File: src/rtl/sr_drv_pkg.sv
// Shared opcodes, error codes, FSM state type and counter-width helper for sr_latch_driver.
package sr_drv_pkg;

  localparam logic [1:0] OP_NOP = 2'b00;
  localparam logic [1:0] OP_RST = 2'b01;
  localparam logic [1:0] OP_SET = 2'b10;
  localparam logic [1:0] OP_ILL = 2'b11;

  localparam logic [1:0] ERR_NONE = 2'b00;
  localparam logic [1:0] ERR_ILL  = 2'b01;
  localparam logic [1:0] ERR_TMO  = 2'b10;
  localparam logic [1:0] ERR_FB   = 2'b11;

  typedef enum logic [1:0] {
    ST_IDLE  = 2'd0,
    ST_DRIVE = 2'd1,
    ST_CHECK = 2'd2
  } state_t;

  function automatic int cnt_width(input int max_val);
    return (max_val < 1) ? 1 : $clog2(max_val + 1);
  endfunction

endpackage

File: src/rtl/sr_drv_cnt.sv
// Loadable saturating down-counter with zero flag; load takes priority over decrement.
module sr_drv_cnt
  import sr_drv_pkg::*;
#(
  parameter int MAX = 1,
  parameter int W   = cnt_width(MAX)
) (
  input  logic         clk,
  input  logic         rst,
  input  logic         i_load,
  input  logic [W-1:0] i_load_val,
  input  logic         i_dec,
  output logic         o_zero
);

  logic [W-1:0] r_cnt;

  always_ff @(posedge clk or posedge rst) begin
    if (rst) begin
      r_cnt <= '0;
    end else if (i_load) begin
      r_cnt <= i_load_val;
    end else if (i_dec && (r_cnt != '0)) begin
      r_cnt <= r_cnt - 1'b1;
    end
  end

  assign o_zero = (r_cnt == '0);

endmodule

File: src/rtl/sr_latch_driver.sv
// Command-side SR latch driver: pulses s or r for PULSE_W cycles, then confirms q/q_bar.
// Optional macro SR_DRV_RETRY_EN re-drives up to MAX_RETRY times after a feedback timeout.
module sr_latch_driver
  import sr_drv_pkg::*;
#(
  parameter int PULSE_W   = 2,
  parameter int TIMEOUT   = 8,
  parameter int MAX_RETRY = 1
) (
  input  logic       clk,
  input  logic       rst,
  input  logic       req_valid,
  input  logic [1:0] req_op,
  output logic       req_ready,
  output logic       s,
  output logic       r,
  input  logic       q_fb,
  input  logic       q_bar_fb,
  output logic       done,
  output logic       err,
  output logic [1:0] err_code,
  output logic       busy
);

  localparam int CMAX = (PULSE_W > TIMEOUT) ? PULSE_W : TIMEOUT;
  localparam int CW   = cnt_width(CMAX);
  localparam logic [CW-1:0] LD_PULSE = CW'(PULSE_W - 1);
  localparam logic [CW-1:0] LD_TMO   = CW'(TIMEOUT - 1);

`ifdef SR_DRV_RETRY_EN
  localparam int RETRIES = MAX_RETRY;
`else
  // With retries disabled the retry counter is loaded with zero, so MAX_RETRY has no effect.
  localparam int RETRIES = 0 * MAX_RETRY;
`endif
  localparam int RW = cnt_width(RETRIES);
  localparam logic [RW-1:0] LD_RTY = RW'(RETRIES);

  state_t     r_state, w_state_nxt;
  logic       r_target, w_target_nxt;
  logic       r_s, r_r, r_done, r_err;
  logic [1:0] r_err_code;

  logic       w_s_nxt, w_r_nxt, w_done_nxt, w_err_nxt;
  logic [1:0] w_code_nxt;
  logic       w_cnt_load, w_cnt_dec, w_cnt_zero;
  logic [CW-1:0] w_cnt_val;
  logic       w_rty_load, w_rty_dec, w_rty_zero;

  logic w_ready, w_hs, w_is_drive_op, w_op_tgt, w_already, w_match, w_bad;

  assign w_ready       = (r_state == ST_IDLE) && !r_done && !r_err;
  assign w_hs          = req_valid && w_ready;
  assign w_is_drive_op = (req_op == OP_SET) || (req_op == OP_RST);
  assign w_op_tgt      = (req_op == OP_SET);
  assign w_already     = (q_fb == w_op_tgt) && (q_bar_fb != q_fb);
  assign w_match       = (q_fb == r_target) && (q_bar_fb == ~r_target);
  assign w_bad         = (q_fb == q_bar_fb);

  sr_drv_cnt #(.MAX(CMAX), .W(CW)) u_cnt (
    .clk        (clk),
    .rst        (rst),
    .i_load     (w_cnt_load),
    .i_load_val (w_cnt_val),
    .i_dec      (w_cnt_dec),
    .o_zero     (w_cnt_zero)
  );

  sr_drv_cnt #(.MAX(RETRIES), .W(RW)) u_rty (
    .clk        (clk),
    .rst        (rst),
    .i_load     (w_rty_load),
    .i_load_val (LD_RTY),
    .i_dec      (w_rty_dec),
    .o_zero     (w_rty_zero)
  );

  always_ff @(posedge clk or posedge rst) begin
    if (rst) begin
      r_state    <= ST_IDLE;
      r_target   <= 1'b0;
      r_s        <= 1'b0;
      r_r        <= 1'b0;
      r_done     <= 1'b0;
      r_err      <= 1'b0;
      r_err_code <= ERR_NONE;
    end else begin
      r_state    <= w_state_nxt;
      r_target   <= w_target_nxt;
      r_s        <= w_s_nxt;
      r_r        <= w_r_nxt;
      r_done     <= w_done_nxt;
      r_err      <= w_err_nxt;
      r_err_code <= w_code_nxt;
    end
  end

  always_comb begin
    w_state_nxt  = r_state;
    w_target_nxt = r_target;
    unique case (r_state)
      ST_IDLE: begin
        if (w_hs && w_is_drive_op && !w_already) begin
          w_state_nxt  = ST_DRIVE;
          w_target_nxt = w_op_tgt;
        end
      end
      ST_DRIVE: begin
        if (w_cnt_zero) w_state_nxt = ST_CHECK;
      end
      ST_CHECK: begin
        if (w_match || w_bad) begin
          w_state_nxt = ST_IDLE;
        end else if (w_cnt_zero) begin
          w_state_nxt = w_rty_zero ? ST_IDLE : ST_DRIVE;
        end
      end
      default: w_state_nxt = ST_IDLE;
    endcase
  end

  // Registered outputs are computed one cycle ahead, so s/r follow the state transitions.
  always_comb begin
    w_s_nxt    = 1'b0;
    w_r_nxt    = 1'b0;
    w_done_nxt = 1'b0;
    w_err_nxt  = 1'b0;
    w_code_nxt = ERR_NONE;
    w_cnt_load = 1'b0;
    w_cnt_val  = '0;
    w_cnt_dec  = 1'b0;
    w_rty_load = 1'b0;
    w_rty_dec  = 1'b0;
    unique case (r_state)
      ST_IDLE: begin
        if (w_hs) begin
          if (req_op == OP_NOP) begin
            w_done_nxt = 1'b1;
          end else if (req_op == OP_ILL) begin
            w_err_nxt  = 1'b1;
            w_code_nxt = ERR_ILL;
          end else if (w_already) begin
            w_done_nxt = 1'b1;
          end else begin
            w_s_nxt    = w_op_tgt;
            w_r_nxt    = ~w_op_tgt;
            w_cnt_load = 1'b1;
            w_cnt_val  = LD_PULSE;
            w_rty_load = 1'b1;
          end
        end
      end
      ST_DRIVE: begin
        if (w_cnt_zero) begin
          w_cnt_load = 1'b1;
          w_cnt_val  = LD_TMO;
        end else begin
          w_s_nxt   = r_target;
          w_r_nxt   = ~r_target;
          w_cnt_dec = 1'b1;
        end
      end
      ST_CHECK: begin
        if (w_match) begin
          w_done_nxt = 1'b1;
        end else if (w_bad) begin
          w_err_nxt  = 1'b1;
          w_code_nxt = ERR_FB;
        end else if (w_cnt_zero) begin
          if (!w_rty_zero) begin
            w_rty_dec  = 1'b1;
            w_cnt_load = 1'b1;
            w_cnt_val  = LD_PULSE;
            w_s_nxt    = r_target;
            w_r_nxt    = ~r_target;
          end else begin
            w_err_nxt  = 1'b1;
            w_code_nxt = ERR_TMO;
          end
        end else begin
          w_cnt_dec = 1'b1;
        end
      end
      default: ;
    endcase
  end

  assign req_ready = w_ready;
  assign s         = r_s;
  assign r         = r_r;
  assign done      = r_done;
  assign err       = r_err;
  assign err_code  = r_err_code;
  assign busy      = (r_state != ST_IDLE);

endmodule

File: config.mk
export PLATFORM = sky130hd
export DESIGN_NAME = sr_latch_driver
export DESIGN_NICKNAME = d
export VERILOG_FILES = /design/src/rtl/sr_drv_pkg.sv /design/src/rtl/sr_drv_cnt.sv /design/src/rtl/sr_latch_driver.sv
export SDC_FILE = /design/constraint.sdc
export NUM_CORES = 1
export LEC_CHECK = 0
export ABC_AREA = 1
export BUFFER_PORTS_ARGS = -buffer_cell sky130_fd_sc_hd__buf_2
export CORE_MARGIN = 5
export CORE_UTILIZATION = 30
export CTS_CLUSTER_DIAMETER = 200
export DETAILED_ROUTE_END_ITERATION = 16
export HOLD_SLACK_MARGIN = 0.12
export SETUP_SLACK_MARGIN = 0.15
export SLEW_MARGIN = 40
export SYNTH_ARGS = -nofsm -noshare
export SYNTH_HDL_FRONTEND = slang
export SYNTH_HIERARCHICAL = 1
export SYNTH_SLANG_ARGS = --single-unit
File: constraint.sdc
create_clock -name clk -period 3.9 [get_ports clk]
set_input_delay 0.195 -clock clk [delete_from_list [all_inputs] [get_ports clk]]
set_output_delay 0.195 -clock clk [all_outputs]
set_load 0.01 [all_outputs]
Word-level counts from Yosys, hierarchy flattened. Index checks and enable logic that the tools add are counted.

Register bits after elaboration: 14. Input bits: 7. Output and inout bits: 8.

Add/subtract/negate cells: 2. Equal/unequal tests: 13. Multiplexer cells: 78. Bitwise operators: 2. Reductions and logical operators: 23.

Operators by type and width (number): two-way mux 1 bit (58); two-way mux 2 bit (8); logical AND 1 bit (9); one-hot mux 1 bit (3 select lines) (3); one-hot mux 3 bit (3 select lines) (1); two-way mux 4 bit (2); == test 2 bit, second input constant (3); one-hot mux 1 bit (2 select lines) (3); one-hot mux 2 bit (3 select lines) (1); nonzero test 2 bit (3); == test 1 bit (4); == test 2 x 1 -> 1 bit, second input constant (2); logical NOT 2 bit (2); logical NOT 4 bit (1); != test 2 x 1 -> 1 bit, second input constant (2); one-hot mux 2 bit (2 select lines) (1); nonzero test 4 bit (1); subtractor 4 x 1 -> 4 bit, second input constant (1); logical NOT 1 bit (3); two-way mux 3 bit (1); != test 3 x 2 -> 1 bit, second input constant (1); AND reduction 3 bit (1); logical OR 1 bit (2); inverter 1 bit (2); 3 further kinds (3).

Depth between registers and ports, before layout. Gate-level depths: netlist (run 1).

Depth after elaboration: 9. Gate-level depth with buffers: 14.

Hierarchy. Netlist (run 1), hierarchy kept.

By module, submodules not included: sr_latch_driver (instances 1, cells each 114, area an instance 793.3 µm², sequential area each 225.2 µm²); sr_drv_cnt at u_cnt (instances 1, cells each 47, area an instance 299.0 µm², sequential area each 100.1 µm²); sr_drv_cnt at u_rty (instances 1, cells each 8, area an instance 52.6 µm², sequential area each 25.0 µm²).

Worst setup path before layout (run 1). Ideal clock, no wire load.

Kind: register -> register. Start: register u_cnt.r_cnt[0]. End: register u_cnt.r_cnt[3]. Library setup time: 0.116 ns. Arrival time: 1.755 ns. Setup slack: 2.028 ns. Cell stages (with the launch flop): 14. Path buffers: 0. Period minus slack after synthesis: 1.872 ns. Cell sequence: dfrtp_1 inv_1 ha_1 nand2_2 inv_1 inv_1 nor3_1 inv_1 nand2_1 inv_2 nand3b_1 nand2_1 clkinv_1 nand2_1.

Elaborated cells between the ends (all ways): 16. Classes of those cells: add/sub: 1; mux: 11; reduce/logical: 4.

RTL lines: from (decl) (RTL line sr_drv_cnt.sv:16) `logic [W-1:0] r_cnt;`; from (signal assigned) (RTL line sr_drv_cnt.sv:22) `r_cnt <= i_load_val;`; from (signal assigned) (RTL line sr_drv_cnt.sv:24) `r_cnt <= r_cnt - 1'b1;`; logical NOT 4 bit * (RTL line sr_drv_cnt.sv:28) `assign o_zero = (r_cnt == '0);`; via w_cnt_zero (RTL line sr_latch_driver.sv:46) `logic w_cnt_load, w_cnt_dec, w_cnt_zero;`; two-way mux 1 bit (RTL line sr_latch_driver.sv:169) `end else if (w_cnt_zero) begin`; two-way mux 1 bit (RTL line sr_latch_driver.sv:166) `end else if (w_bad) begin`; two-way mux 1 bit (RTL line sr_latch_driver.sv:164) `if (w_match) begin`; one-hot mux 1 bit (3 select lines) * (RTL line sr_latch_driver.sv:134) `unique case (r_state)`; via w_cnt_load (RTL line sr_latch_driver.sv:46); two-way mux 4 bit / nonzero test 2 bit (equally long branches).

The timed path passes the listed nets; every way through them passes the cells marked *. The select of a mux whose other input is x is not followed. A chain may end at the register's enable or synchronous reset.

Final worst setup path (run 1). Same ends and word-level chain as after synthesis.

==> results of run 1 <==
[metal layers]
layer  GRT usage [%]  wire, microns
met1            14.1           1230
met3            1.96             90
met5               0              0
met2            15.8           1030
met4            6.47             61
[kinds of logic after synthesis]
family | synth area share (%)
simple gates | 42.8
buf+inv | 12.8
other cells | 0.328
flops | 30.6
fa+ha+maj | 9.84
compound gates | 3.61
[power groups by stage]
stage	registers, W	logic, W	clock network (W)
6_report	0.000250	0.000524	0.000147
5_1_grt	0.000257	0.000611	0.000158
4_1_cts	0.000250	0.000530	0.000151
3_5_place_dp	0.000252	0.000526	0
3_3_place_gp	0.000252	0.000524	0
2_1_floorplan	0.000253	0.000398	0
[state kept, by name, indices dropped and copies added (netlist names)]
register	flops
err	1
done	1
r_target	1
r_state	2
s	1
u_cnt/r_cnt	4
r	1
u_rty/r_cnt	1
err_code	2
[area by class of cell]
cell class              instances  share of cell area [%]
multi-input cells             117                    48.5
well taps                      48                    4.47
clock buffers                   4                    4.10
repair buffers                 15                    5.96
inverters                      39                    10.9
flip-flops and latches         14                    26.1
[cell usage in the layout (no fill, tap or decap), types with 2 or more instances in the layout]
| master | instances |
|---|---|
| nand2_2 | 8 |
| inv_2 | 4 |
| nor3_1 | 3 |
| nand4_1 | 6 |
| ha_1 | 9 |
| nor2_1 | 11 |
| inv_1 | 34 |
| buf_2 | 14 |
| nand3_1 | 21 |
| dfrtp_1 | 14 |
| nor2_4 | 2 |
| nand2_4 | 3 |
| conb_1 | 2 |
| nand3b_1 | 2 |
| o21ai_0 | 3 |
| nand2_1 | 41 |
| clkbuf_8 | 4 |
[cells in the mapped netlist]
library cell and number:
o22ai_1 1, a31oi_1 1, nand3_1 21, nor2_4 2, clkinv_1 1, ha_1 9, o21ai_1 1, inv_1 34
conb_1 1, nor2_2 1, inv_2 4, nor2_1 11, nand3_2 1, nand2_1 41, dfrtp_1 14, nand2_2 8
o21ai_0 3, a21oi_2 1, nand4_1 6, nor3_1 3, nand3b_1 2, nand2_4 3
[tightest hold or removal path: cells and delay by family]
family,cells,cell delay (ns)
buffers and inverters,3,0.71
[how the worst min path moves through the flow]
stage	cells after the start	startpoint	endpoint
final	3	rst	u_rty/r_cnt$_DFFE_PP0P_
after global routing	3	rst	u_rty/r_cnt$_DFFE_PP0P_
after CTS	3	rst	u_rty/r_cnt$_DFFE_PP0P_
after detailed placement	2	rst	u_rty/r_cnt$_DFFE_PP0P_
after global placement	2	rst	u_rty/r_cnt$_DFFE_PP0P_
after floorplan	1	rst	u_rty/r_cnt$_DFFE_PP0P_
[through the flow]
step	hold WS (ns)	total power [W]	cells	area, sq um
floorplan	-0.0763	0.000651	170	1150
global placement	0.0500	0.000776	232	1280
detailed placement	0.0555	0.000778	232	1280
CTS	0.332	0.000931	237	1340
global route	0.351	0.00103	237	1340
finish	0.330	0.000920	237	1340
==> results_dict.tcl, run 1 <==
set metrics [dict create \
    cts_hold_buffers 1 \
    crit_top_cell "inv_1" \
    grt_usage_pct 10.6 \
    yosysSeqAreaShare_pct 30.6 \
    critical_path_arrival_ns 2.25 \
    drt-wirelength-per-cell_microns 10.2 \
    syn-mean-instance-area_sq_um 6.77 \
    drt_wl_total_microns 2410 \
    post_cts_buffers 0 \
    clkPwrFrac_pct 16.0 \
    max_stage_delay_ns 0.39 \
    grt_pass1_wl_microns 4220 \
    cts_resized 0 \
    nFillCells 427 \
    die-area_sq_mm 0.00515 \
    drv_slew 0 \
    fin_ws_ns 1.80 \
    clockRootBuffer "clkbuf_8" \
    seq_power_share_pct 27.1 \
    drt_iter0_markers 37 \
    peakVddDrop_uv 155 \
    io_pins 15 \
    cp-endpoint "u_cnt/r_cnt[3]$_DFFE_PP0P_" \
    period_needed_ns 2.10 \
    io_buffer_count 14 \
    worstReg2RegStart "u_cnt/r_cnt[0]$_DFFE_PP0P_" \
    antenna-diode-count 0 \
    fp.dieH_microns 71.8 \
    start_util_pct 31.0 \
    yosysUniqueCellTypes 22 \
    nets 206 \
    drive_gt1_share_pct 20.1 \
    drt_first_pass_iters 4 \
    combinationalPowerShare_pct 56.9 \
    cp_cell_sequence "inv_1, ha_1, nand2_2, inv_1, inv_1, nor3_1, inv_1, nand2_1, inv_2, nand3b_1, nand2_1, clkinv_1, nand2_1" \
    maxCapViolations 0 \
    insertion_delay_ns 0.25 \
    max_freq_ghz 0.476 \
    cp.depth 13 \
    cp_max_fo 9 \
    rsz0062_at_grt "false" \
    synthesis.area_sq_mm 0.00114 \
    cp_num_buf_inv 6 \
    synth_area_leaders "dfrtp_1 31%, nand2_1 13%, inv_1 11%" \
    multi_input_area_sq_um 652 \
    clockBufferDepth 2 \
    critical_path_class "reg2reg" \
    reg2reg_depth 13 \
    clock-skew-final_ns 0.00246 \
    hold_viol_final 0 \
    internal-power_w 0.000484 \
    final_util_pct 36.4 \
    drc 0 \
    critPathSlowestCell "dfrtp_1" \
    gp_congestion 0.830 \
    grt_pass1_vias 977 \
    antenna_found_initial 0 \
    p_sw_share_pct 47.4 \
    crit_family "simple AND/OR/NAND/NOR gates" \
    grt_remaining_overflow 0 \
    synth.top_cell.area_share_pct 30.6 \
    vias 1044 \
    critPathLaunchType "flip-flop" \
    setup_viol 0 \
    hold_path_class "in2async" \
    worst_r2r_endpoint "u_cnt/r_cnt[3]$_DFFE_PP0P_" \
    rrSetupSlack_ns 1.80 \
    clock_sinks 14 \
    tns_ns 0 \
    status "complete, no violations" \
    required_ns 4.05 \
    ant_nets 0 \
    fp.dieW_microns 71.8 \
    yosysTopAreaCell "dfrtp_1" \
    fp-row-count 22 \
    p_leak_nw 0.778 \
    p_switching_w 0.000436 \
    dp_slack_ns 1.80 \
    seq_area_sq_um 350 \
    startpoint "u_cnt/r_cnt[0]$_DFFE_PP0P_" \
    ys_seq_elements 14 \
    syn_to_final_growth_pct 17.4 \
    fin_crit_sh_pct 53.9 \
    grt_max_degree 10 \
    clkTransAtPathRegs_ns 0.06 \
    synthCells 169 \
    cts_tree "yes" \
    vias_per_cell 4.41 \
    yosys_warnings 6 \
    h-tree-depth 1 \
    end_kind "flip-flop" \
    power.density_mw_per_mm2 685 \
    cts_buffers 3 \
    core_sq_mm 0.00369 \
    dpl.hpwl_microns 1930 \
]
Power figures use the tool's default switching activity.
==> run 2, diff against run 1 <==
==> constraint.sdc (replaced) <==
create_clock -name clk -period 2 [get_ports clk]
set_input_delay 0.1 -clock clk [delete_from_list [all_inputs] [get_ports clk]]
set_output_delay 0.1 -clock clk [all_outputs]
set_load 0.01 [all_outputs]
==> run 2 against run 1 <==
- global-route usage shrank 0.61 points
- total power up 110%
- clock skew about the same
- critical path type unchanged
- highest routed layer unchanged
==> results_dict.tcl, run 2 (synthesis results as in run 1) <==
set metrics [dict create \
    status "complete, no violations" \
    largest_register_ffs 4 \
    internal-power_w 0.00102 \
    crit_top_cell "nand2_1" \
    insertion_delay_ns 0.24 \
    hold_path_class "in2async" \
    io_buffer_count 14 \
    max_stage_delay_ns 0.44 \
    cp_cell_sequence "inv_2, buf_4, ha_1, inv_1, nor2_1, nor2_4, nor2_2, nand3b_1, nand2_1, clkinv_1, nand2_1" \
    combinationalPowerShare_pct 62.5 \
    drive_gt1_share_pct 29.8 \
    maxCapViolations 0 \
    setup_viol 0 \
    die-area_sq_mm 0.00515 \
    cts_buffers 3 \
    cts_tree "yes" \
    layout_commonest_cell "nand2_1" \
    fp-row-count 22 \
    gp_congestion 0.807 \
    drv_slew 0 \
    power.density_mw_per_mm2 1330 \
    rrSetupSlack_ns 0.21 \
    fin_ws_ns 0.209 \
    clkTransAtPathRegs_ns 0.06 \
    grt_remaining_overflow 0 \
    vias_per_cell 4.41 \
    cp_max_fo 4 \
    total_power_w 0.00192 \
    max_freq_ghz 0.558 \
    drt_iter0_markers 55 \
    peakVddDrop_uv 323 \
    final_util_pct 39.3 \
    fin_crit_sh_pct 89.6 \
    drt-wirelength-per-cell_microns 9.88 \
    syn_to_final_growth_pct 26.6 \
    io_pins 15 \
    clockRootBuffer "clkbuf_8" \
    p_switching_w 0.000898 \
    fp.dieW_microns 71.8 \
    core_sq_mm 0.00369 \
    clockBufferDepth 2 \
    end_kind "flip-flop" \
    h-tree-depth 1 \
    rsz0062_at_grt "true" \
    grt_max_degree 10 \
    p_sw_share_pct 46.8 \
    critPathLaunchType "flip-flop" \
    clock_sinks 14 \
    grt_usage_pct 9.99 \
    p_leak_nw 0.816 \
    critical_path_class "reg2reg" \
    seq_power_share_pct 25.5 \
    largest_register "u_cnt/r_cnt" \
    drt_first_pass_iters 4 \
    grt_pass1_wl_microns 4110 \
    critical_path_arrival_ns 1.93 \
    antenna_found_initial 0 \
    fp.dieH_microns 71.8 \
    antenna-diode-count 0 \
    critPathSlowestCell "dfrtp_1" \
    start_util_pct 31.0 \
    crit_family "simple AND/OR/NAND/NOR gates" \
    required_ns 2.14 \
    grt_pass1_vias 947 \
    nFillCells 390 \
    dpl.hpwl_microns 1950 \
    hold_viol_final 0 \
    dp_slack_ns 0.0541 \
    drc 0 \
    cp_num_buf_inv 4 \
    drt_wl_total_microns 2430 \
    tns_ns 0 \
    clock-skew-final_ns 0.00215 \
    period_needed_ns 1.79 \
    ant_nets 0 \
    final_cell_mix "39 x nand2_1, 29 x inv_1, 21 x nand3_1, 14 x dfrtp_1, 14 x buf_2" \
    vias 1086 \
    nets 216 \
    clkPwrFrac_pct 11.9 \
]
==> run 2: cell count changes in the layout (fill, tap and decap cells not counted), moves of 2 or more <==
cell	before	now
inv_1	34	29
buf_4	0	10
ha_1	9	6
inv_2	4	8
nand2_1	41	39
ha_2	0	2
==> run 2: power groups by stage <==
stage,registers [W],logic [W],clock network (W)
after floorplan,0.000493,0.000780,0
after global placement,0.000489,0.00107,0
after detailed placement,0.000489,0.00108,0
after CTS,0.000487,0.00110,0.000237
after global routing,0.000509,0.00137,0.000243
final,0.000490,0.00120,0.000229
==> run 2: worst register-to-register path, stage by stage (launching register included) <==
cell and delay [ns]:
dfrtp_1 0.44, inv_2 0.09, buf_4 0.10, ha_1 0.21, inv_1 0.11, nor2_1 0.23, nor2_4 0.08, nor2_2 0.15
nand3b_1 0.13, nand2_1 0.06, clkinv_1 0.04, nand2_1 0.04
==> run 2: final timing paths <==
kind,startpoint,end,depth (start not counted)
setup / recovery,r_state[1]$_DFFE_PP0P_,u_cnt/r_cnt[3]$_DFFE_PP0P_,11
setup reg to reg,r_state[1]$_DFFE_PP0P_,u_cnt/r_cnt[3]$_DFFE_PP0P_,11
max in group asynchronous,rst,err_code[1]$_DFF_PP0_,3
hold reg to reg,u_rty/r_cnt$_DFFE_PP0P_,u_rty/r_cnt$_DFFE_PP0P_,2
min in group clk,req_op[0],err_code[0]$_DFF_PP0_,4
hold / removal,rst,u_rty/r_cnt$_DFFE_PP0P_,3
==> run 2: final cells by class <==
cell class                      instances  area [sq um]  share of cell area [%]
Clock buffer                            3          41.3                    2.85
Inverter                               39           149                    10.3
Multi-Input combinational cell        117           693                    47.8
Sequential cell                        14           350                    24.2
Tap cell                               48          60.1                    4.15
Timing Repair Buffer                   25           155                    10.7
==> run 2: through the flow <==
stage | instances | cell area, sq um | hold WS (ns)
final | 246 | 1450 | 0.250
after global routing | 246 | 1450 | 0.273
after CTS | 241 | 1390 | 0.246
after detailed placement | 237 | 1320 | -0.0368
after global placement | 237 | 1320 | -0.0453
after floorplan | 170 | 1150 | -0.171
==> run 2: what timing repair did <==
| action | CTS | global route |
|---|---|---|
| setup endpoints to repair | 4 | 4 |
| pin swaps | 0 | 3 |
| hold buffers | 1 | 0 |
| endpoints found under the hold margin | 14 | 0 |
| gates resized for setup | 5 | 10 |
| buffers inserted | 0 | 5 |
==> run 2: routing by layer <==
layer | global-route usage, % | up-vias | share of wire (%)
met1 | 14.4 | 473 | 49
met2 | 14.8 | 31 | 43
met3 | 0.842 | 4 | 6.1
met5 | 0 | - | 0
met4 | 5.01 | 0 | 2.1
li1 | - | 578 | -
